**config.mk**
```make
export PLATFORM = sky130hd
export DESIGN_NAME = cla_seq_adder_ctrl
export DESIGN_NICKNAME = d
export VERILOG_FILES = /design/src/rtl/cla_seq_adder_ctrl_pkg.sv /design/src/rtl/cla_seq_adder_ctrl_cla4.sv /design/src/rtl/cla_seq_adder_ctrl.sv
export SDC_FILE = /design/constraint.sdc
export NUM_CORES = 1
export LEC_CHECK = 0
export ABC_AREA = 1
export ABC_CLOCK_PERIOD_IN_PS = 3100
export CAP_MARGIN = 5
export CORE_MARGIN = 4
export CORE_UTILIZATION = 51
export DETAILED_ROUTE_END_ITERATION = 7
export PLACE_DENSITY = 0.8
export SYNTH_ARGS = -nofsm -noshare
export SYNTH_HDL_FRONTEND = slang
export SYNTH_SLANG_ARGS = --single-unit
```
**constraint.sdc**
```tcl
create_clock -name clk -period 3.1 [get_ports clk]
set_clock_uncertainty 0.2 [all_clocks]
set_input_delay 0.62 -clock clk [delete_from_list [all_inputs] [get_ports clk]]
set_output_delay 0.62 -clock clk [all_outputs]
set_load 0.01 [all_outputs]
```
**src/rtl/cla_seq_adder_ctrl_pkg.sv**
```systemverilog
// Shared definitions for the sequential carry-lookahead adder controller.
// Contents:
//   SLICE_W - width of the shared carry-lookahead slice
//   state_e - controller FSM states
//   clog2   - ceiling log2, used to size the slice index register
package cla_seq_pkg;

  localparam int unsigned SLICE_W = 4;

  typedef enum logic [1:0] {
    IDLE = 2'd0,
    RUN  = 2'd1,
    DONE = 2'd2
  } state_e;

  function automatic int unsigned clog2(input int unsigned n);
    int unsigned r;
    int unsigned v;
    r = 0;
    v = 1;
    while (v < n) begin
      v = v << 1;
      r++;
    end
    return r;
  endfunction

endpackage

```
**src/rtl/cla_seq_adder_ctrl_cla4.sv**
```systemverilog
// CLA_4BIT: 4-bit carry-lookahead adder slice (purely combinational).
// Ports:
//   a, b - 4-bit operands
//   cin  - carry in
//   sum  - 4-bit sum
//   cout - carry out
module CLA_4BIT (
  input  logic [3:0] a,
  input  logic [3:0] b,
  input  logic       cin,
  output logic [3:0] sum,
  output logic       cout
);

  logic [3:0] p;
  logic [3:0] g;
  logic [4:0] c;

  always_comb begin
    p    = a ^ b;
    g    = a & b;
    c[0] = cin;
    c[1] = g[0] | (p[0] & cin);
    c[2] = g[1] | (p[1] & g[0]) | (p[1] & p[0] & cin);
    c[3] = g[2] | (p[2] & g[1]) | (p[2] & p[1] & g[0])
         | (p[2] & p[1] & p[0] & cin);
    c[4] = g[3] | (p[3] & g[2]) | (p[3] & p[2] & g[1])
         | (p[3] & p[2] & p[1] & g[0]) | (p[3] & p[2] & p[1] & p[0] & cin);
    sum  = p ^ c[3:0];
    cout = c[4];
  end

endmodule

```
**src/rtl/cla_seq_adder_ctrl.sv**
```systemverilog
// cla_seq_adder_ctrl: adds two WIDTH-bit operands through one shared 4-bit
// CLA slice, one nibble per clock, LSB first, with a registered carry.
// Optional subtraction is enabled by defining CLA_SEQ_SUB_EN (adds port sub).
// Ports:
//   clk, rst_n          - clock, asynchronous active-low reset
//   in_valid/in_ready   - operand handshake (a, b, cin[, sub])
//   out_valid/out_ready - result handshake (sum, cout)
//   busy                - high while an operation is running or held
module cla_seq_adder_ctrl
  import cla_seq_pkg::*;
#(
  parameter int unsigned WIDTH = 16
) (
  input  logic             clk,
  input  logic             rst_n,
  input  logic             in_valid,
  output logic             in_ready,
  input  logic [WIDTH-1:0] a,
  input  logic [WIDTH-1:0] b,
  input  logic             cin,
`ifdef CLA_SEQ_SUB_EN
  input  logic             sub,
`endif
  output logic             out_valid,
  input  logic             out_ready,
  output logic [WIDTH-1:0] sum,
  output logic             cout,
  output logic             busy
);

  localparam int unsigned NSLICE = WIDTH / SLICE_W;
  localparam int unsigned IDX_W  = (clog2(NSLICE) > 1) ? clog2(NSLICE) : 1;

  if (((WIDTH % SLICE_W) != 0) || (WIDTH < SLICE_W)) begin : g_bad_width
    $error("cla_seq_adder_ctrl: WIDTH must be a multiple of 4 and >= 4");
  end

  state_e               state_q;
  logic [WIDTH-1:0]     a_q;
  logic [WIDTH-1:0]     b_q;
  logic [WIDTH-1:0]     sum_q;
  logic [IDX_W-1:0]     idx_q;
  logic                 carry_q;
  logic                 cout_q;
  logic                 in_ready_q;
  logic                 out_valid_q;
  logic                 busy_q;

  logic [SLICE_W-1:0]   slice_a;
  logic [SLICE_W-1:0]   slice_b;
  logic [SLICE_W-1:0]   slice_sum;
  logic                 slice_cout;
  logic                 last_slice;
  logic [WIDTH-1:0]     b_load;
  logic                 carry_load;

  // Operand mux: select the current nibble of each latched operand.
  always_comb begin
    slice_a    = a_q[idx_q*SLICE_W +: SLICE_W];
    slice_b    = b_q[idx_q*SLICE_W +: SLICE_W];
    last_slice = (idx_q == IDX_W'(NSLICE - 1));
  end

  // Subtraction is a + ~b + 1, so it only changes what gets latched at accept.
  always_comb begin
`ifdef CLA_SEQ_SUB_EN
    b_load     = sub ? ~b : b;
    carry_load = sub ? 1'b1 : cin;
`else
    b_load     = b;
    carry_load = cin;
`endif
  end

  CLA_4BIT u_slice (
    .a    (slice_a),
    .b    (slice_b),
    .cin  (carry_q),
    .sum  (slice_sum),
    .cout (slice_cout)
  );

  always_ff @(posedge clk or negedge rst_n) begin
    if (!rst_n) begin
      state_q     <= IDLE;
      a_q         <= '0;
      b_q         <= '0;
      sum_q       <= '0;
      idx_q       <= '0;
      carry_q     <= 1'b0;
      cout_q      <= 1'b0;
      in_ready_q  <= 1'b1;
      out_valid_q <= 1'b0;
      busy_q      <= 1'b0;
    end else begin
      case (state_q)
        IDLE: begin
          if (in_valid) begin
            a_q        <= a;
            b_q        <= b_load;
            carry_q    <= carry_load;
            idx_q      <= '0;
            in_ready_q <= 1'b0;
            busy_q     <= 1'b1;
            state_q    <= RUN;
          end
        end
        RUN: begin
          sum_q[idx_q*SLICE_W +: SLICE_W] <= slice_sum;
          carry_q                         <= slice_cout;
          if (last_slice) begin
            cout_q      <= slice_cout;
            out_valid_q <= 1'b1;
            state_q     <= DONE;
          end else begin
            idx_q <= idx_q + 1'b1;
          end
        end
        DONE: begin
          if (out_ready) begin
            out_valid_q <= 1'b0;
            in_ready_q  <= 1'b1;
            busy_q      <= 1'b0;
            state_q     <= IDLE;
          end
        end
        default: begin
          state_q     <= IDLE;
          in_ready_q  <= 1'b1;
          out_valid_q <= 1'b0;
          busy_q      <= 1'b0;
        end
      endcase
    end
  end

  assign in_ready  = in_ready_q;
  assign out_valid = out_valid_q;
  assign busy      = busy_q;
  assign sum       = sum_q;
  assign cout      = cout_q;

endmodule

```
==> metrics.md, run 1 <==
| Metric | Value |
|---|---|
| Synth Area in Compound Gates | roughly a tenth |
| Vias in the first global route | between 2k and 2.5k |
| CP Launch Type | flop |
| Postcts setup bufs | 0 |
| Most frequent cell on the critical path | nand2_1 |
| Number of synthesized flops with an enable pin | 0 |
| Root buf cell | clkbuf_8 |
| DR vias/cell | roughly 5 |
| Antenna-violating nets left | 0 |
| Core area | approximately 5200 um2 |
| Min Tclk post-route | approximately 2500 ps |
| Setup TNS Final | 0 ps |
| Port Buffers | 56 |
| Total CTS buffers | 9 |
| Fin. Hold Viols | 0 |
| Register area share after synthesis | around half |
| Vias post-DR | between 2k and 2.5k |
| Area contributors post-synth | dfrtp_1 (51%), nand2_1 (18%), o21ai_0 (5.1%) |
| Drt first pass iters | 4 |
| Syn Inst Count | approximately 330 |
| Initial antenna violation count | 0 |
| M1 GR Usage | between 20 and 25% |
| Met2 Resource Use GR | around 34% |
| Synth cell count leaders | nand2_1 (131), dfrtp_1 (56), o21ai_0 (28), nor2_1 (26), inv_1 (15) |
| Clk_lat worst skew | 340 ps |
| Area leader, netlist | dfrtp_1 |
| Max-capacitance violation count | 0 |
| Cell area after synthesis | roughly 2800 um2 |
| Register area | 1428 um2 |
| CTS tree | built |
| Area of the multi-input gates | approximately 1200 um2 |
| Main combinational cell family by area after synthesis | simple AND/OR/NAND/NOR gates |
| R2R cell count | 12 |
| Grt peak-use layer | met2 |
| Hold Buf Count CTS | 0 |
| Post-layout util | between 60% and 70% |
| Mux cell area share after synthesis | 0% |
| Area Overhead vs Synth | 29.14% |
| Critical path required time | 3130 ps |
| Synth Area in Adders | 5.719% |
| Drt wl/cell | about 13 um |
| Die extent in y | 81.52 um |
| Layout cells sized above 1 | 9.572% |
| Initial core utilization | between 50 and 60% |
| Slew headroom | between 30 and 40% |
| Worst Hold Class | input pin to async pin |
| Critical path's slowest cell | dfrtp_1 |
| Grt ovf | 0 |
| Fmax | 405.4 MHz |
| R2R Path Start | idx_q[0] |
| Worst-path cell chain | inv_1, o21ai_0, o22ai_1, ha_1, nand3_1, nand3_1, nand2_1, nand2_1, nand2_1, nor2_2, nand2_1, nand2_1 |
| Period utilisation layout | about four fifths |
| Simple-gate portion of the synthesized area | 27.55% |
| Crit. End Element | flop |
| Final Power | 3797 uW |
| Fillcell total | between 400 and 500 |
| Nets | around 440 |
| Total track usage | 20.35% |
| Reg2reg end | sum[14] |
| Power density over the cells | between 1000 and 1500 nW/um2 |
| Critical path class | flop to flop |
| Hold Worst Slack | about 220 ps |
| Inserted Diodes | 0 |
| Grt met3 use | around 5% |
| Maximum clock path buffer count | 2 |
| IR drop worst, VDD | between 0.4 and 0.5 mV |
| H-Tree Level Count | 3 |
| Endpoints failing setup | 0 |
| Unique masters post-synth | 29 |
| Largest stage delay, worst path | roughly 400 ps |
| Clock Sinks | 57 |
| Critical Path Fanout Max | 19 |
| # IOs | 57 |
| Chip width | 81.52 um |
| Internal reg-to-reg setup slack | 630 ps |
| Clk slew on worst S/H paths | 60 ps |
| RSZ-0062 raised after global routing | false |
| Post-DP HPWL | between 4 and 5 mm |
| Ys Warns | 0 |
| Pin count of the biggest net entering global routing | 43 |
| Site row count | 26 |
| Synth Area per Inst | approximately 8.3 um2 |
| Post-route DRC | 0 |
| Main flop type after synthesis | dfrtp_1 |
| Synth Area in XOR/XNOR | less than 1% |
| Arrival time at the worst endpoint | 2490 ps |
| Async set-reset flop share out of synthesis | 100.0% |
| Post_cts resized | 0 |
| Synth top area share | around half |
| Final GP Congestion | between 0.9 and 1 |
| DIE AREA | roughly 6600 um2 |
| Initial DRC count | between 150 and 200 |
| Worst slew pin tran | 903.6 ps |
| Status | complete, no violations |
| Most instantiated library cell after synthesis | nand2_1 |
| First-pass GRT wire length | ~10 mm |
| Final Max Slew Viols | 0 |
| Synthesized flop and latch total | 57 |
| LEAKAGE | between 0.0015 and 0.002 uW |
| DRT Wirelength | approximately 6.1 mm |
| Mapped Nets | 380 |
[registers in the layout (all words and copies together), names as in the netlist]
register and flops:
sum 16, carry_q 1, idx_q 2, out_valid 1
state_q 2, b_q 16, a_q 16, cout 1
busy 1, in_ready 1
[critical path, delay by kind of cell, from the launching register on]
family	cells	cell delay (ps)
and+or+nand+nor	8	580
AOI/OAI and AO/OA	2	480
DFF	1	400
buffers and inverters	1	390
adders and majority gates	1	330
[metal layers]
metal	wire length, um	share of wire, %
met1	2719	44
met4	65	1.1
met3	343	5.6
met5	0	0
met2	2998	49
[final cells by class]
| type | count | area share (%) |
|---|---|---|
| Timing Repair Buffer | 61 | 16.66 |
| Sequential cell | 57 | 40.11 |
| Inverter | 21 | 2.250 |
| Clock buffer | 16 | 5.062 |
| Tap cell | 70 | 2.460 |
| Multi-Input combinational cell | 242 | 33.46 |
[power breakdown]
part / internal [uW] / switching (uW) / leakage, uW
registers: 1060 / 195 / 0.000729
clock network: 357 / 276 / 0.0000910
logic: 740 / 1170 / 0.000925
total: 2160 / 1640 / 0.00174
[worst max path at each step]
stage | start | end | slack (ps) | depth (start not counted)
2_1_floorplan | idx_q[0] | sum[14] | 900 | 13
3_3_place_gp | idx_q[0] | sum[10] | 860 | 9
3_5_place_dp | idx_q[0] | sum[14] | 670 | 12
4_1_cts | idx_q[0] | sum[14] | 650 | 12
5_1_grt | idx_q[0] | sum[14] | 430 | 11
6_report | idx_q[0] | sum[14] | 630 | 12
[metrics by stage]
stage	instances	instance area (um2)	setup slack, ps
3_3_place_gp	451	3379	856.4
3_5_place_dp	451	3379	669.7
4_1_cts	467	3560	652.1
6_report	467	3560	633.3
5_1_grt	467	3560	428.4
2_1_floorplan	331	2756	896.6
[kinds of logic (layout without fill, tap and decap cells)]
family,Yosys count,count (layout)
adders and majority gates,12,12
AOI/OAI and AO/OA,49,49
DFF,57,57
and+or+nand+nor,180,180
xor gates and xnor gates,1,1
buffers and inverters,32,98
[cell usage in the layout (no fill, tap or decap), drive strengths merged, types with 2 or more instances in the layout]
master / instances
nand2: 136
dfrtp: 56
clkdlybuf4s50: 55
o21ai: 36
nor2: 32
inv: 20
clkbuf: 16
ha: 11
o22ai: 9
nand3: 6
buf: 6
nand4: 4
o31ai: 2
a21oi: 2
(Power assumes the default switching activity.)
==> run 2, diff against run 1 <==
- ABC_CLOCK_PERIOD_IN_PS: 3100 -> 2300
- clock period: 3.1 -> 2.3 ns (I/O delays scaled with it)
==> run 2 against run 1 <==
Sequential power rose by 35%. Clock power grew 52%. Wire length grew 3.1%. Final cell count grew 1.7%. Core utilization is 2.7 points higher. Combinational power increased by 50%. Clock-buffer cell count shrank 2. Fmax rose by 13%.
==> metrics.md, run 2 (synthesis gave the netlist of run 1 again) <==
| Metric | Value |
|---|---|
| Reg2reg end | sum[6] |
| Die extent in y | 81.52 um (unchanged) |
| Worst Hold Class | flop to flop |
| IR drop worst, VDD | 0.6632 mV (+33%) |
| Total CTS buffers | 9 (unchanged) |
| Placement Setup Slack | 59.24 ps (-610.4 ps) |
| Clk_lat worst skew | 330 ps (about the same) |
| Worst-path cell chain | inv_1, buf_4, nor2_1, o22ai_2, ha_1, nand3_1, nand3_1, nand2_1, nand2_1, nand2_1, nor2_2, nand2_1, nand2_1 |
| RSZ-0062 raised after global routing | true |
| Cell count along the critical path | 13 (+1) |
| Chip width | 81.52 um (unchanged) |
| R2R Path Start | idx_q[0] |
| Site row count | 26 (unchanged) |
| Most frequent cells in the layout | nand2_1 (131), dfrtp_1 (56), clkdlybuf4s50_1 (55) |
| Setup ws final | 121.9 ps (-511.3 ps) |
| CP Launch Type | flop |
| Fin. Hold Viols | 0 (unchanged) |
| Startpoint of the lowest-slack hold path | b_q[12] |
| Vias in the first global route | 2340 (+2.9%) |
| Worst Path Buf+Inv | 2 (+1) |
| Hold Crit Endpoint | b_q[12] |
| Maximum clock path buffer count | 2 (unchanged) |
| Critical path class | flop to flop |
| DIE AREA | 6645 um2 (unchanged) |
| DRT Wirelength | 6.317 mm (+3.1%) |
| Clk slew on worst S/H paths | 70 ps (about the same) |
| Hold path cells | 2 |
| Layout cells sized above 1 | 12.35% (+2.8 points) |
| Initial DRC count | 134 (-12%) |
| Vias post-DR | 2422 (+3.7%) |
| Antenna-violating nets left | 0 (unchanged) |
| Nets | 449 (+1.8%) |
| Largest stage delay, worst path | 390 ps (about the same) |
| Final Max Slew Viols | 0 (unchanged) |
| Worst slew pin tran | 602.7 ps (-300.8 ps) |
| Grt peak-use layer | met2 |
| H-Tree Level Count | 3 (unchanged) |
| First-pass GRT wire length | 10.49 mm (+3.5%) |
| CTS tree | built |
| Drt first pass iters | 4 (unchanged) |
| Cell family with most CP delay | simple AND/OR/NAND/NOR gates |
| Min Tclk post-route | 2178 ps (-288.7 ps) |
| Post-layout util | 71.50% (+2.7 points) |
| M1 GR Usage | 25.16% (+0.41 points) |
| Port Buffers | 56 (unchanged) |
| Register area | 1428 um2 (unchanged) |
| Critical Path Fanout Max | 8 (-11) |
| Slew headroom | 59.82% (+20 points) |
| # IOs | 57 (unchanged) |
| Initial core utilization | 53.29% (unchanged) |
| DR vias/cell | 5.099 (+2.0%) |
| Post-route DRC | 0 (unchanged) |
| Clock Sinks | 57 (unchanged) |
| Inserted Diodes | 0 (unchanged) |
| Setup TNS Final | 0 ps (unchanged) |
| Drt wl/cell | 13.30 um (+1.4%) |
| LEAKAGE | 0.001817 uW (+4.2%) |
| Met2 Resource Use GR | 34.69% (+0.57 points) |
| Most common cell after layout, fill and taps aside | nand2_1 |
| Status | complete, no violations |
| Final Power | 5517 uW (+45%) |
| Max-capacitance violation count | 0 (unchanged) |
| Core area | 5172 um2 (unchanged) |
| Arrival time at the worst endpoint | 2190 ps (-300 ps) |
| Area of the multi-input gates | 1211 um2 (+1.7%) |
| Period utilisation layout | 94.70% (+15 points) |
| Critical path's slowest cell | dfrtp_1 |
| Fillcell total | 406 (-7.7%) |
| Fmax | 459.1 MHz (+13%) |
| Grt ovf | 0 (unchanged) |
| Area Overhead vs Synth | 34.18% |
| Root buf cell | clkbuf_8 |
| Hold Worst Slack | 281.3 ps (+64.79 ps) |
| Initial antenna violation count | 0 (unchanged) |
| Grt met3 use | 5.811% (+0.77 points) |
| Total track usage | 20.71% (+0.35 points) |
| Internal reg-to-reg setup slack | 120 ps (-510 ps) |
| Pin count of the biggest net entering global routing | 33 (-23%) |
| R2R cell count | 13 (+1) |
| Post-DP HPWL | 4.626 mm (+6.1%) |
| CP startpoint | idx_q[0] |
| Crit. End Element | flop |
| Power density over the cells | 1492 nW/um2 (+40%) |
| Most frequent cell on the critical path | nand2_1 |
| Critical path required time | 2320 ps (-810 ps) |
| Final GP Congestion | 0.9104 (-3.5%) |
| Endpoints failing setup | 0 (unchanged) |
==> run 2: routing by layer <==
metal / vias up / wire length (um)
met1: 1134 / 2721
met2: 79 / 3089
met3: 9 / 420
li1: 1200 / -
met5: - / 0
met4: 0 / 86
==> run 2: power by group <==
part	internal, uW	switching, uW
sequential	1430	265
combinational	1180	1680
clock	588	376
==> run 2: worst max-delay path by stage <==
stage | to
floorplan | sum[14]
CTS | sum[6]
detailed placement | sum[13]
finish | sum[6]
global placement | sum[13]
global route | sum[6]
==> run 2: repair_timing <==
action                     4_1_cts  5_1_grt
hold buffers                     1        0
hold endpoints to repair        24        0
gates resized for setup          0       12
buffers inserted                 0        2
setup endpoints to repair        0       13
==> run 2: metrics by stage <==
step / instance area (um2) / instances
after floorplan: 2756 / 331
after global placement: 3442 / 456
after detailed placement: 3442 / 456
after CTS: 3660 / 473
after global routing: 3699 / 475
final: 3699 / 475
==> run 2: area by class of cell <==
class / instances / area share, %
sequential: 57 / 38.60
clock inverter: 2 / 0.9472
multi-input combinational: 242 / 32.75
inverter: 21 / 2.165
tap: 70 / 2.368
clock buffer: 14 / 4.668
timing repair buffer: 69 / 18.50
==> run 2: tightest hold or removal path: cells and delay by family (launching register included) <==
kind	cells	cell delay, ps
flops	1	340
simple gates	2	110
